===== config.mk =====
export PLATFORM = sky130hd
export DESIGN_NAME = ps2_scancode_decoder
export DESIGN_NICKNAME = d
export VERILOG_FILES = /design/src/rtl/ps2_kbd_pkg.sv /design/src/rtl/ps2_set2_to_ascii.sv /design/src/rtl/ps2_scancode_decoder.sv
export SDC_FILE = /design/constraint.sdc
export NUM_CORES = 1
export LEC_CHECK = 0
export CAP_MARGIN = 15
export CORE_UTILIZATION = 55
export CTS_CLUSTER_SIZE = 20
export DETAILED_ROUTE_END_ITERATION = 10
export PLACE_DENSITY = 0.78
export SLEW_MARGIN = 20
export SYNTH_ARGS = -nofsm -noshare
export SYNTH_HDL_FRONTEND = slang
export SYNTH_SLANG_ARGS = --single-unit

===== constraint.sdc =====
create_clock -name clk -period 3 [get_ports clk]
set_clock_uncertainty 0.1 [all_clocks]
set_input_delay 0.3 -clock clk [delete_from_list [all_inputs] [get_ports clk]]
set_output_delay 0.3 -clock clk [all_outputs]
set_load 0.02 [all_outputs]

===== src/rtl/ps2_kbd_pkg.sv =====
// Shared FSM state encoding and Set-2 scan-code constants for the PS/2 scan-code decoder.
package ps2_kbd_pkg;

  typedef enum logic [2:0] {
    IDLE,
    DECODE,
    EMIT,
    LED_CMD,
    LED_WAIT1,
    LED_DATA,
    LED_WAIT2
  } state_t;

  localparam logic [7:0] E0     = 8'hE0;
  localparam logic [7:0] F0     = 8'hF0;
  localparam logic [7:0] FA     = 8'hFA;
  localparam logic [7:0] AA     = 8'hAA;
  localparam logic [7:0] ED     = 8'hED;
  localparam logic [7:0] LSHIFT = 8'h12;
  localparam logic [7:0] RSHIFT = 8'h59;
  localparam logic [7:0] CTRL   = 8'h14;
  localparam logic [7:0] CAPS   = 8'h58;

  localparam logic [7:0] KEY_SPACE = 8'h29;
  localparam logic [7:0] KEY_ENTER = 8'h5A;
  localparam logic [7:0] KEY_BKSP  = 8'h66;
  localparam logic [7:0] KEY_TAB   = 8'h0D;
  localparam logic [7:0] KEY_ESC   = 8'h76;

  // Keyboard LED byte: bit 2 is CapsLock, Scroll/Num stay off.
  function automatic logic [7:0] led_mask(input logic caps);
    return {5'b00000, caps, 2'b00};
  endfunction

endpackage


===== src/rtl/ps2_set2_to_ascii.sv =====
// Combinational Set-2 make-code to ASCII lookup covering letters, the digit row and a few control keys.
module ps2_set2_to_ascii
  import ps2_kbd_pkg::*;
(
  input  logic [7:0] code,
  input  logic       shift,
  input  logic       caps,
  input  logic       ctrl,
  output logic [7:0] ascii
);

  logic       is_letter;
  logic [4:0] letter;
  logic       is_digit;
  logic [3:0] digit;
  logic [7:0] shifted_digit;

  always_comb begin
    is_letter = 1'b1;
    letter    = 5'd0;
    case (code)
      8'h1C: letter = 5'd0;
      8'h32: letter = 5'd1;
      8'h21: letter = 5'd2;
      8'h23: letter = 5'd3;
      8'h24: letter = 5'd4;
      8'h2B: letter = 5'd5;
      8'h34: letter = 5'd6;
      8'h33: letter = 5'd7;
      8'h43: letter = 5'd8;
      8'h3B: letter = 5'd9;
      8'h42: letter = 5'd10;
      8'h4B: letter = 5'd11;
      8'h3A: letter = 5'd12;
      8'h31: letter = 5'd13;
      8'h44: letter = 5'd14;
      8'h4D: letter = 5'd15;
      8'h15: letter = 5'd16;
      8'h2D: letter = 5'd17;
      8'h1B: letter = 5'd18;
      8'h2C: letter = 5'd19;
      8'h3C: letter = 5'd20;
      8'h2A: letter = 5'd21;
      8'h1D: letter = 5'd22;
      8'h22: letter = 5'd23;
      8'h35: letter = 5'd24;
      8'h1A: letter = 5'd25;
      default: is_letter = 1'b0;
    endcase
  end

  always_comb begin
    is_digit = 1'b1;
    digit    = 4'd0;
    case (code)
      8'h45: digit = 4'd0;
      8'h16: digit = 4'd1;
      8'h1E: digit = 4'd2;
      8'h26: digit = 4'd3;
      8'h25: digit = 4'd4;
      8'h2E: digit = 4'd5;
      8'h36: digit = 4'd6;
      8'h3D: digit = 4'd7;
      8'h3E: digit = 4'd8;
      8'h46: digit = 4'd9;
      default: is_digit = 1'b0;
    endcase
  end

  // US layout symbols above the digit row.
  always_comb begin
    shifted_digit = 8'h00;
    case (digit)
      4'd0: shifted_digit = 8'h29;
      4'd1: shifted_digit = 8'h21;
      4'd2: shifted_digit = 8'h40;
      4'd3: shifted_digit = 8'h23;
      4'd4: shifted_digit = 8'h24;
      4'd5: shifted_digit = 8'h25;
      4'd6: shifted_digit = 8'h5E;
      4'd7: shifted_digit = 8'h26;
      4'd8: shifted_digit = 8'h2A;
      4'd9: shifted_digit = 8'h28;
      default: shifted_digit = 8'h00;
    endcase
  end

  always_comb begin
    ascii = 8'h00;
    if (is_letter) begin
      if (ctrl)
        ascii = {3'b000, letter} + 8'd1;
      else if (shift ^ caps)
        ascii = 8'h41 + {3'b000, letter};
      else
        ascii = 8'h61 + {3'b000, letter};
    end else if (is_digit) begin
      ascii = shift ? shifted_digit : (8'h30 + {4'b0000, digit});
    end else begin
      case (code)
        KEY_SPACE: ascii = 8'h20;
        KEY_ENTER: ascii = 8'h0D;
        KEY_BKSP:  ascii = 8'h08;
        KEY_TAB:   ascii = 8'h09;
        KEY_ESC:   ascii = 8'h1B;
        default:   ascii = 8'h00;
      endcase
    end
  end

endmodule


===== src/rtl/ps2_scancode_decoder.sv =====
// Drains Set-2 bytes from the PS/2 controller FIFO, tracks modifiers, emits key events
// and rewrites the keyboard LEDs whenever CapsLock toggles.
module ps2_scancode_decoder
  import ps2_kbd_pkg::*;
#(
  parameter logic [19:0] ACK_TIMEOUT = 20'd1000000
) (
  input  logic       clk,
  input  logic       rst,
  input  logic [7:0] kb_data,
  input  logic       kb_ready,
  output logic       kb_read,
  output logic       kb_send,
  output logic [7:0] kb_senddata,
  output logic       key_valid,
  input  logic       key_ack,
  output logic [7:0] key_code,
  output logic       key_ext,
  output logic       key_break,
  output logic [7:0] key_ascii,
  output logic       shift,
  output logic       ctrl,
  output logic       capslock
);

  state_t      state;
  logic [7:0]  byte_q;
  logic        ext;
  logic        brk;
  logic        caps_held;
  logic        led_pend;
  logic        lshift;
  logic        rshift;
  logic        lctrl;
  logic        rctrl;
  logic [19:0] timer;
  logic [7:0]  ascii;
  logic        can_pop;

  assign shift = lshift | rshift;
  assign ctrl  = lctrl | rctrl;

  // A pop issued last cycle has not yet been reflected in kb_ready, so never pop twice in a row.
  assign can_pop = kb_ready && !kb_read;

  ps2_set2_to_ascii u_ascii (
    .code  (byte_q),
    .shift (shift),
    .caps  (capslock),
    .ctrl  (ctrl),
    .ascii (ascii)
  );

  always_ff @(posedge clk) begin
    if (rst) begin
      state       <= IDLE;
      byte_q      <= 8'h00;
      ext         <= 1'b0;
      brk         <= 1'b0;
      caps_held   <= 1'b0;
      led_pend    <= 1'b0;
      lshift      <= 1'b0;
      rshift      <= 1'b0;
      lctrl       <= 1'b0;
      rctrl       <= 1'b0;
      capslock    <= 1'b0;
      timer       <= 20'd0;
      kb_read     <= 1'b0;
      kb_send     <= 1'b0;
      kb_senddata <= 8'h00;
      key_valid   <= 1'b0;
      key_code    <= 8'h00;
      key_ext     <= 1'b0;
      key_break   <= 1'b0;
      key_ascii   <= 8'h00;
    end else begin
      kb_read <= 1'b0;
      kb_send <= 1'b0;
      case (state)
        IDLE: begin
          if (led_pend) begin
            kb_send     <= 1'b1;
            kb_senddata <= ED;
            state       <= LED_CMD;
          end else if (can_pop) begin
            byte_q  <= kb_data;
            kb_read <= 1'b1;
            state   <= DECODE;
          end
        end

        DECODE: begin
          if (byte_q == E0) begin
            ext   <= 1'b1;
            state <= IDLE;
          end else if (byte_q == F0) begin
            brk   <= 1'b1;
            state <= IDLE;
          end else if ((byte_q == FA || byte_q == AA) && !led_pend) begin
            ext   <= 1'b0;
            brk   <= 1'b0;
            state <= IDLE;
          end else begin
            if (!ext && byte_q == LSHIFT) lshift <= !brk;
            if (!ext && byte_q == RSHIFT) rshift <= !brk;
            if (byte_q == CTRL) begin
              if (ext) rctrl <= !brk;
              else     lctrl <= !brk;
            end
            // Typematic repeats arrive with caps_held already set, so only the first make toggles.
            if (byte_q == CAPS) begin
              caps_held <= !brk;
              if (!brk && !caps_held) begin
                capslock <= !capslock;
                led_pend <= 1'b1;
              end
            end
            key_valid <= 1'b1;
            key_code  <= byte_q;
            key_ext   <= ext;
            key_break <= brk;
            key_ascii <= (brk || ext) ? 8'h00 : ascii;
            ext       <= 1'b0;
            brk       <= 1'b0;
            state     <= EMIT;
          end
        end

        EMIT: begin
          if (key_ack) begin
            key_valid <= 1'b0;
            state     <= IDLE;
          end
        end

        LED_CMD: begin
          timer <= 20'd0;
          state <= LED_WAIT1;
        end

        LED_DATA: begin
          timer <= 20'd0;
          state <= LED_WAIT2;
        end

        LED_WAIT1, LED_WAIT2: begin
          if (can_pop) kb_read <= 1'b1;
          if (can_pop && kb_data == FA) begin
            if (state == LED_WAIT1) begin
              kb_send     <= 1'b1;
              kb_senddata <= led_mask(capslock);
              state       <= LED_DATA;
            end else begin
              led_pend <= 1'b0;
              state    <= IDLE;
            end
          end else if (timer >= ACK_TIMEOUT - 20'd1) begin
            led_pend <= 1'b0;
            state    <= IDLE;
          end else if (timer != 20'hFFFFF) begin
            timer <= timer + 20'd1;
          end
        end

        default: state <= IDLE;
      endcase
    end
  end

endmodule


; ---- After elaboration in Yosys (flattened, before gate mapping)
; Memory sizes are Yosys's and may differ from the RTL's.
; Index checks and enable logic that the tools add are counted.
[word_totals]
input_bits = 12
mem_bits_ro = 112
memories = 1
reg_bits = 69
elab_cells = 199
[classes]
order_cmp = 1
n_reduce_logical = 38
n_eq_ne = 73
mux = 53
n_addsub = 5
bitwise_logic = 8
[mem_list]
columns = memory, depth, word_bits, rd, rd_clocked_by_memory_dff, write_ports, line
row1 = (name not given), 16, 7, 1, 0, 0, ps2_set2_to_ascii.sv:73  ; case (digit)
[op_table]
columns = operator, n
row1 = == test 8 x 6 -> 1 bit (second input constant), 23
row2 = one-hot mux 5 bit (25 select lines), 1
row3 = == test 8 x 7 -> 1 bit (second input constant), 12
row4 = == test 8 x 5 -> 1 bit (second input constant), 9
row5 = two-way mux 8 bit, 9
row6 = two-way mux 20 bit, 3
row7 = == test 8 bit (second input constant), 5
row8 = one-hot mux 20 bit (2 select lines), 1
row9 = one-hot mux 4 bit (9 select lines), 1
row10 = one-hot mux 6 bit (5 select lines), 1
row11 = inequality test 2 bit (second input constant), 13
row12 = OR reduction 26 bit, 1
row13 = two-way mux 1 bit, 22
row14 = adder 20 x 1 -> 20 bit (second input constant), 1
row15 = >= comparator 20 bit (second input constant), 1
row16 = inequality test 20 bit (second input constant), 1
row17 = AND reduction 5 bit, 4
row18 = two-way mux 3 bit, 6
row19 = one-hot mux 3 bit (6 select lines), 1
row20 = AND reduction 6 bit, 3
row21 = adder 7 x 5 -> 8 bit (first input constant), 2
row22 = one-hot mux 8 bit (2 select lines), 1
row23 = AND reduction 4 bit, 3
row24 = OR reduction 10 bit, 1
row25 = 21 further kinds, 53

; ---- Depth between registers and ports, before layout
; Gate-level depths: netlist of the first run.
[depth]
ltp_word = 8
depth_mapped = 12

; ---- Hierarchy
; From an unflattened synthesis of the first run, not the netlist that was laid out.
[unflattened]
cells_unflattened = 500
area_unflattened_um2 = 3946.3
[modules_own_cells]
columns = mod, area_each_um2, cells_each, instances
row1 = ps2_scancode_decoder, 2842.7, 343, 1
row2 = ps2_set2_to_ascii, 1103.6, 157, 1

; ---- Worst setup path before layout of the first run
; No wires, ideal clock.
[synth_timing]
path_kind = reg2reg
startpoint = register byte_q[4]
endpoint = register key_ascii[2]
arrival_time_ps = 2126
synth_period_minus_slack_ps = 2345
setup_time_ps = 119
t_required_ps = 2781
path_stages_with_launch = 11
path_buffers = 3
slack_ps = 655
cell_sequence = dfxtp_1 -> buf_2 -> buf_2 -> buf_2 -> a32oi_1 -> o21ai_1 -> or3_1 -> ha_1 -> or3_1 -> a31oi_1 -> o21ai_1
[synth_between]
elab_chain_cells = 7
[synth_lines]
columns = element, line
row1 = "start, declared", ps2_scancode_decoder.sv:27  ; logic [7:0] byte_q;
row2 = "start signal, assigned", ps2_scancode_decoder.sv:86  ; byte_q <= kb_data;
row3 = "== test 8 x 5 -> 1 bit, or another cell as far along", ps2_set2_to_ascii.sv:21  ; case (code)
row4 = one-hot mux 5 bit (25 select lines) or one-hot mux 4 bit (9 select lines) (tied branches), "ps2_set2_to_ascii.sv:21, ps2_set2_to_ascii.sv:55"
row5 = "adder 7 x 5 -> 8 bit, or another cell as far along", ps2_set2_to_ascii.sv:96  ; ascii = 8'h61 + {3'b000, letter};
row6 = "two-way mux 8 bit, on equally long branches", "ps2_set2_to_ascii.sv:93, ps2_set2_to_ascii.sv:98"
row7 = "two-way mux 8 bit, on equally long branches", "ps2_set2_to_ascii.sv:91, ps2_set2_to_ascii.sv:97"
row8 = two-way mux 8 bit, ps2_set2_to_ascii.sv:90  ; if (is_letter) begin
row9 = two-way mux 8 bit, ps2_scancode_decoder.sv:122  ; key_ascii <= (brk || ext) ? 8'h00 : ascii;
row10 = "end signal, assigned", ps2_scancode_decoder.sv:122
row11 = "end, declared", ps2_scancode_decoder.sv:20  ; output logic [7:0] key_ascii,
; Parallel ways exist; a longest one is shown, timed or not.
; A chain may end at the register's enable or synchronous reset.

; ---- Worst setup path in the final report of the first run
[layout_timing]
startpoint = register byte_q[1]
endpoint = register key_ascii[1]
; Same word-level chain as after synthesis.

==> summary.md, run 1 <==
| Metric | Value |
|---|---|
| Status | complete, no violations |
| Crit path launch type | register |
| Number of cells in the finished layout apart from fillers | 640 |
| VDD IR-drop max | 0.3537 mV |
| Total power density per cell area | 519.3 mW/mm2 |
| Count of cell types in the netlist | 80 |
| Die Span Y | 85.97 um |
| Top-count cell post-synth | sky130_fd_sc_hd__nor2_1 |
| First-pass GRT wire length | 18460 um |
| Clock period minus final worst setup slack | 2.725 ns |
| Layout-stage area growth over the synthesis result | 20.20% |
| Sort of element at the end of the critical path | register |
| Setup repair after global routing missed its margin | no |
| TritonCTS buffer count | 9 |
| EDFF count, synth | 0 |
| Floorplan die area | 0.007390 mm2 |
| Total of endpoints with negative setup slack in the final report | 0 |
| Top cell types by occurrence after synthesis | sky130_fd_sc_hd__nor2_1, sky130_fd_sc_hd__dfxtp_1, sky130_fd_sc_hd__nand2_1 |
| CTS Root Cell | sky130_fd_sc_hd__clkbuf_8 |
| Share of synthesized area occupied by flip-flops and latches | 0.3253 |
| Reported max-cap violation count | 0 |
| Data arrival at the endpoint of the critical path | 2.86 ns |
| Worst Reg2Reg Path Length in Cells | 7 |
| Fillers | 557 |
| Biggest area contributors in the synthesized netlist | sky130_fd_sc_hd__dfxtp_1, sky130_fd_sc_hd__nor2_1, sky130_fd_sc_hd__mux2i_1 |
| Crit path setup slack, layout | 0.2755 ns |
| Maximum clock frequency | 367.0 MHz |
| Clock tree from TritonCTS | done |
| Largest net degree at the start of global routing | 18 |
| Effective utilization at floorplan | 0.5707 |
| Synthesized instance count | 494 |
| Total count of hold-check failures in the final report | 0 |
| Vias after detailed routing | 3878 |
| Overall routing resource usage | 0.3221 |
| Antenna diodes | 0 |
| Worst R2R Start | byte_q[1]$_SDFFE_PP0P_ |
| H-tree depth reported by CTS | 3 |
| Placed standard-cell area | 0.004439 mm2 |
| Final routed DRC violation total | 0 |
| Number of antenna violations at the first check in global routing | 0 |
| List of cells traversed by the critical path | inv_1 > or4_1 > a2111oi_2 > or3_1 > ha_1 > a32oi_1 > o31ai_1 |
| RD Place Congestion | 0.9469 |
| I/O pin count | 44 |
| Number of cells after detailed placement | 624 |
| Warnings from Yosys | 0 |
| Post CTS Setup Buffer Count | 0 |
| Last element of the critical path | key_ascii[1]$_SDFFE_PP0P_ |
| Detail Placement HPWL | 8328 um |
| Synth Flop Type | sky130_fd_sc_hd__dfxtp_1 |
| Startpoint-to-endpoint class of the critical path | register to register |
| Site Rows | 30 |
| CTS Buffer Depth | 2 |
| Count of pins over their slew limit | 0 |
| Worst min-delay path class | register to register |
| Share of flip-flops with an asynchronous set or reset after synthesis | 0 |
| Worst slew margin relative to its limit | 0.5597 |
| Number of sinks driven by the clock tree | 63 |
| Flops & latches, synth | 63 |
| Total congestion overflow | 0 |
| Post-cts sizing count | 0 |
| Chip width | 85.97 um |
| Portion of the clock cycle consumed by the worst path in the final layout | 0.9082 |
| Average wire per cell in the routed design | 17.62 um |
| Via count of the first global-routing pass | 3758 |
| Fraction of final layout cells with drive strength greater than 1 | 0.1195 |
| DR vias/cell | 6.059 |
| Wire length after detailed routing | 11280 um |
| Iteration-0 DRC Markers | 182 |
| Transition time at the pin with the least slew margin | 0.6502 ns |
| Cell type contributing the most total cell area after synthesis | sky130_fd_sc_hd__dfxtp_1 |
| Core area | 0.006794 mm2 |
| Synth Cell Area | 0.003877 mm2 |
| Iteration count of the initial detailed-routing pass | 6 |
| Max stage delay cell, worst path | sky130_fd_sc_hd__dfxtp_1 |
| Setup TNS | 0 ns |
| Crit path max fanout | 15 |
| Worst-skew pair later-pin latency | 0.35 ns |
| Area share of the largest cell type after synthesis | 0.3253 |
| Summed area of non-filler cells in the final layout | 0.004661 mm2 |
| Terminus of the critical flop-to-flop path | key_ascii[1]$_SDFFE_PP0P_ |
| ANT nets after route | 0 |
| Clock transition at the registers of the reported paths | 0.08 ns |
| Start point of the critical path | byte_q[1]$_SDFFE_PP0P_ |
| Total leakage power | 0.001701 uW |
| Worst path required time | 3.13 ns |
| Number of port buffers | 41 |
| Total of hold buffers inserted after clock tree synthesis | 0 |
| Setup slack after placement | 0.3277 ns |
| Post-synthesis average cell area | 7.849 um2 |
| Final net count | 553 |
| R2r setup slk | 0.28 ns |
| CP max stage delay | 0.66 ns |
[where the power goes]
group,internal (uW),switching [uW]
sequential,879,81.8
combinational,256,379
clock,469,356
[registers in the layout (all words and copies together) (netlist names)]
signal / flops
kb_senddata: 2
caps_held: 1
timer: 20
led_pend: 1
rshift: 1
kb_send: 1
key_ext: 1
rctrl: 1
key_code: 8
kb_read: 1
byte_q: 8
brk: 1
lshift: 1
capslock: 1
ext: 1
lctrl: 1
key_break: 1
key_valid: 1
key_ascii: 8
state: 3
[worst max-delay path, delay by kind of cell, from the launching register on]
family                     cells  cell delay, ns
adders and majority gates      1            0.23
and+or+nand+nor                2            0.70
buffers and inverters          1            0.16
DFF                            1            0.66
AOI/OAI and AO/OA              3            0.78
[layout by cell type, fill, tap and decap left out, types with 10 or more instances in the layout]
master,Yosys,layout
sky130_fd_sc_hd__mux2i_1,24,24
sky130_fd_sc_hd__xor2_1,14,14
sky130_fd_sc_hd__buf_4,6,31
sky130_fd_sc_hd__nor3_1,10,10
sky130_fd_sc_hd__inv_1,13,13
sky130_fd_sc_hd__clkdlybuf4s50_1,0,41
sky130_fd_sc_hd__dfxtp_1,63,63
sky130_fd_sc_hd__nand2b_1,10,10
sky130_fd_sc_hd__nand3_1,20,20
sky130_fd_sc_hd__nor2_1,65,65
sky130_fd_sc_hd__a21oi_1,29,29
sky130_fd_sc_hd__o21ai_0,18,18
sky130_fd_sc_hd__nand2_1,44,44
[stage by stage]
step	utilization	hold slack, ns	power [uW]
global placement	0.6534	0.3387	1596
global route	0.6860	0.3728	2526
detailed placement	0.6534	0.3393	1601
CTS	0.6860	0.3493	2425
finish	0.6860	0.3466	2420
floorplan	-	0.3152	1389
[layer usage]
metal | vias up | wire length [um] | share of wire | global-route usage
li1 | 1871 | - | - | -
met1 | 1818 | 4715 | 0.42 | 0.3868
met2 | 151 | 5437 | 0.48 | 0.5440
met3 | 38 | 575 | 0.051 | 0.04909
met4 | 0 | 548 | 0.049 | 0.1909
met5 | - | 0 | 0 | 0
[how the worst min path moves through the flow]
stage                                         start                         to  slack (ns)  cells after the start
final                     key_ascii[0]$_SDFFE_PP0P_  key_ascii[0]$_SDFFE_PP0P_        0.35                      2
after global placement    key_ascii[5]$_SDFFE_PP0P_  key_ascii[5]$_SDFFE_PP0P_        0.34                      2
after detailed placement  key_ascii[0]$_SDFFE_PP0P_  key_ascii[0]$_SDFFE_PP0P_        0.34                      2
after CTS                 key_ascii[0]$_SDFFE_PP0P_  key_ascii[0]$_SDFFE_PP0P_        0.35                      2
after floorplan                             key_ack     key_valid$_SDFFE_PP0P_        0.32                      1
after global routing      key_ascii[0]$_SDFFE_PP0P_  key_ascii[0]$_SDFFE_PP0P_        0.37                      2
[final cells by class]
type,count,area [um2],share of cell area
multi-input combinational,377,2355,0.5052
sequential,63,1261,0.2706
inverter,16,60.06,0.01289
clock buffer,9,123.9,0.02658
timing repair buffer,72,643.1,0.1380
clock inverter,7,97.59,0.02094
tap,96,120.1,0.02577
[cells by family after synthesis]
kind of cell / share of synthesized area
buf+inv: 0.06841
other cells: 0.0009671
flops: 0.3253
xor+xnor: 0.03840
compound gates: 0.2023
fa+ha+maj: 0.006453
simple gates: 0.2962
mux: 0.06196
No activity file was read; power rests on OpenSTA's default activity.
==> run 2, diff against run 1 <==
--- a/config.mk
+++ b/config.mk
@@ -7,8 +7,10 @@
 export LEC_CHECK = 0
 export CAP_MARGIN = 15
 export CORE_UTILIZATION = 55
+export CTS_BUF_LIST = sky130_fd_sc_hd__clkbuf_4
 export CTS_CLUSTER_SIZE = 20
 export DETAILED_ROUTE_END_ITERATION = 10
+export GPL_ROUTABILITY_DRIVEN = 0
 export PLACE_DENSITY = 0.78
 export SLEW_MARGIN = 20
 export SYNTH_ARGS = -nofsm -noshare
==> summary.md, run 2 (synthesis results as in run 1) <==
| Metric | Value |
|---|---|
| Worst path required time | 3.26 ns (+0.13 ns) |
| Number of antenna violations at the first check in global routing | 0 (unchanged) |
| Count of pins over their slew limit | 0 (unchanged) |
| List of cells traversed by the critical path | inv_1 > or4_1 > a2111oi_2 > or3_1 > ha_1 > o21ai_0 > nor2_1 > o311ai_1 > nand3_1 |
| Worst-skew pair later-pin latency | 0.41 ns (+0.06 ns) |
| Detail Placement HPWL | 7266 um (-13%) |
| Total count of hold-check failures in the final report | 0 (unchanged) |
| R2r setup slk | 0.25 ns (-0.03 ns) |
| Layout-stage area growth over the synthesis result | 16.88% |
| Worst min-delay path class | register to register |
| Core area | 0.006794 mm2 (unchanged) |
| Crit path launch type | register |
| TritonCTS buffer count | 9 (unchanged) |
| Clock tree from TritonCTS | done |
| Kind of cell adding the most delay to the critical path | simple AND/OR/NAND/NOR gates |
| CTS Buffer Depth | 2 (unchanged) |
| Transition time at the pin with the least slew margin | 0.8406 ns (+0.1904 ns) |
| CP max stage delay | 0.65 ns (about the same) |
| Overall routing resource usage | 0.2822 (-0.03983) |
| Setup repair after global routing missed its margin | no |
| Post-cts sizing count | 0 (unchanged) |
| Clock transition at the registers of the reported paths | 0.11 ns (+0.03 ns) |
| Total power density per cell area | 490.4 mW/mm2 (-5.6%) |
| Number of cells on the critical path | 9 (+2) |
| Hold Path Depth | 2 (unchanged) |
| Chip width | 85.97 um (unchanged) |
| Most common library cell in the layout ignoring fill and taps | sky130_fd_sc_hd__nor2_1 |
| Number of port buffers | 41 (unchanged) |
| Portion of the clock cycle consumed by the worst path in the final layout | 0.9176 (+0.009419) |
| Worst Reg2Reg Path Length in Cells | 9 (+2) |
| Final net count | 544 (-1.6%) |
| Iteration count of the initial detailed-routing pass | 5 (-1) |
| Total of hold buffers inserted after clock tree synthesis | 0 (unchanged) |
| Worst slew margin relative to its limit | 0.4317 (-0.1280) |
| Total congestion overflow | 0 (unchanged) |
| Reported max-cap violation count | 0 (unchanged) |
| Number of sinks driven by the clock tree | 63 (unchanged) |
| Final routed DRC violation total | 0 (unchanged) |
| H-tree depth reported by CTS | 3 (unchanged) |
| I/O pin count | 44 (unchanged) |
| Crit path max fanout | 16 (+1) |
| Count of buffer and inverter cells on the critical path | 1 (unchanged) |
| Placed standard-cell area | 0.004372 mm2 (-1.5%) |
| Data arrival at the endpoint of the critical path | 3.01 ns (+0.15 ns) |
| CTS Root Cell | sky130_fd_sc_hd__clkbuf_4 |
| DR vias/cell | 6.133 (+1.2%) |
| Post CTS Setup Buffer Count | 0 (unchanged) |
| Startpoint-to-endpoint class of the critical path | register to register |
| Sort of element at the end of the critical path | register |
| Clock period minus final worst setup slack | 2.753 ns (+0.02826 ns) |
| ANT nets after route | 0 (unchanged) |
| Via count of the first global-routing pass | 3566 (-5.1%) |
| Floorplan die area | 0.007390 mm2 (unchanged) |
| Maximum clock frequency | 363.3 MHz (-1.0%) |
| First-pass GRT wire length | 16620 um (-10%) |
| Total of endpoints with negative setup slack in the final report | 0 (unchanged) |
| Effective utilization at floorplan | 0.5707 (unchanged) |
| Total leakage power | 0.001635 uW (-3.9%) |
| Max stage delay cell, worst path | sky130_fd_sc_hd__dfxtp_1 |
| Vias after detailed routing | 3870 (-0.21%) |
| Setup TNS | 0 ns (unchanged) |
| Die Span Y | 85.97 um (unchanged) |
| Register bank with the most flops | timer |
| Fraction of final layout cells with drive strength greater than 1 | 0.1047 (-0.01481) |
| Site Rows | 30 (unchanged) |
| VDD IR-drop max | 0.3415 mV (-3.5%) |
| Iteration-0 DRC Markers | 306 (+68%) |
| Flip-flop count of the largest register, all copies and words added | 20 (unchanged) |
| Post-Route Hold Slack | 0.3565 ns (+0.009896 ns) |
| Commonest non-fill, non-tap cells in the layout | sky130_fd_sc_hd__nor2_1, sky130_fd_sc_hd__dfxtp_1, sky130_fd_sc_hd__nand2_1 |
| Status | complete, no violations |
| Antenna diodes | 0 (unchanged) |
| Largest net degree at the start of global routing | 37 (+19) |
| Wire length after detailed routing | 9990 um (-11%) |
| Summed area of non-filler cells in the final layout | 0.004532 mm2 (-2.8%) |
| Average wire per cell in the routed design | 15.83 um (-10%) |
[run 2: cell types whose count changed in the layout (fill, tap and decap cells not counted)]
cell and change:
sky130_fd_sc_hd__buf_4 -9, sky130_fd_sc_hd__clkbuf_4 +10, sky130_fd_sc_hd__clkbuf_8 -9, sky130_fd_sc_hd__clkinv_2 +1
sky130_fd_sc_hd__clkinv_4 -2
[run 2: metrics by stage]
step	instances	util	setup WS, ns	total power, uW
after global placement	615	0.6435	0.3634	1561
after floorplan	495	-	0.6553	1389
after CTS	631	0.6670	0.2431	2220
after detailed placement	615	0.6435	0.2621	1570
after global routing	631	0.6670	0.01878	2331
final	631	0.6670	0.2472	2222
[run 2: cell type report]
cell class	count	area, um2
multi-input combinational	377	2355
fill	588	2262
sequential	63	1261
timing repair buffer	63	575.6
tap	96	120.1
clock inverter	6	85.08
clock buffer	10	75.07
inverter	16	60.06
[run 2: where the power goes]
group	switching (uW)	internal, uW	leakage [uW]	total, uW
clock network	310	344	0.0000824	654
logic	344	243	0.00104	586
registers	103	879	0.000510	982
total	756	1470	0.00163	2220
[run 2: final timing paths]
path,start,end
worst max-delay path,byte_q[1]$_SDFFE_PP0P_,key_ascii[4]$_SDFFE_PP0P_
worst min-delay path,key_ascii[6]$_SDFFE_PP0P_,key_ascii[6]$_SDFFE_PP0P_
worst max register to register,byte_q[1]$_SDFFE_PP0P_,key_ascii[4]$_SDFFE_PP0P_
worst min register to register,key_ascii[6]$_SDFFE_PP0P_,key_ascii[6]$_SDFFE_PP0P_
[run 2: tightest hold or removal path: cells and delay by family, from the launching register on]
family	cells	cell delay, ns
simple gates	1	0.05
flops	1	0.33
compound gates	1	0.05
[run 2: layer usage]
layer,up-vias,GRT usage,part of all wire
met5,-,0,0
met4,0,0.1076,0.027
met3,27,0.06352,0.079
met2,197,0.4697,0.48
met1,1793,0.3553,0.41
li1,1853,-,-
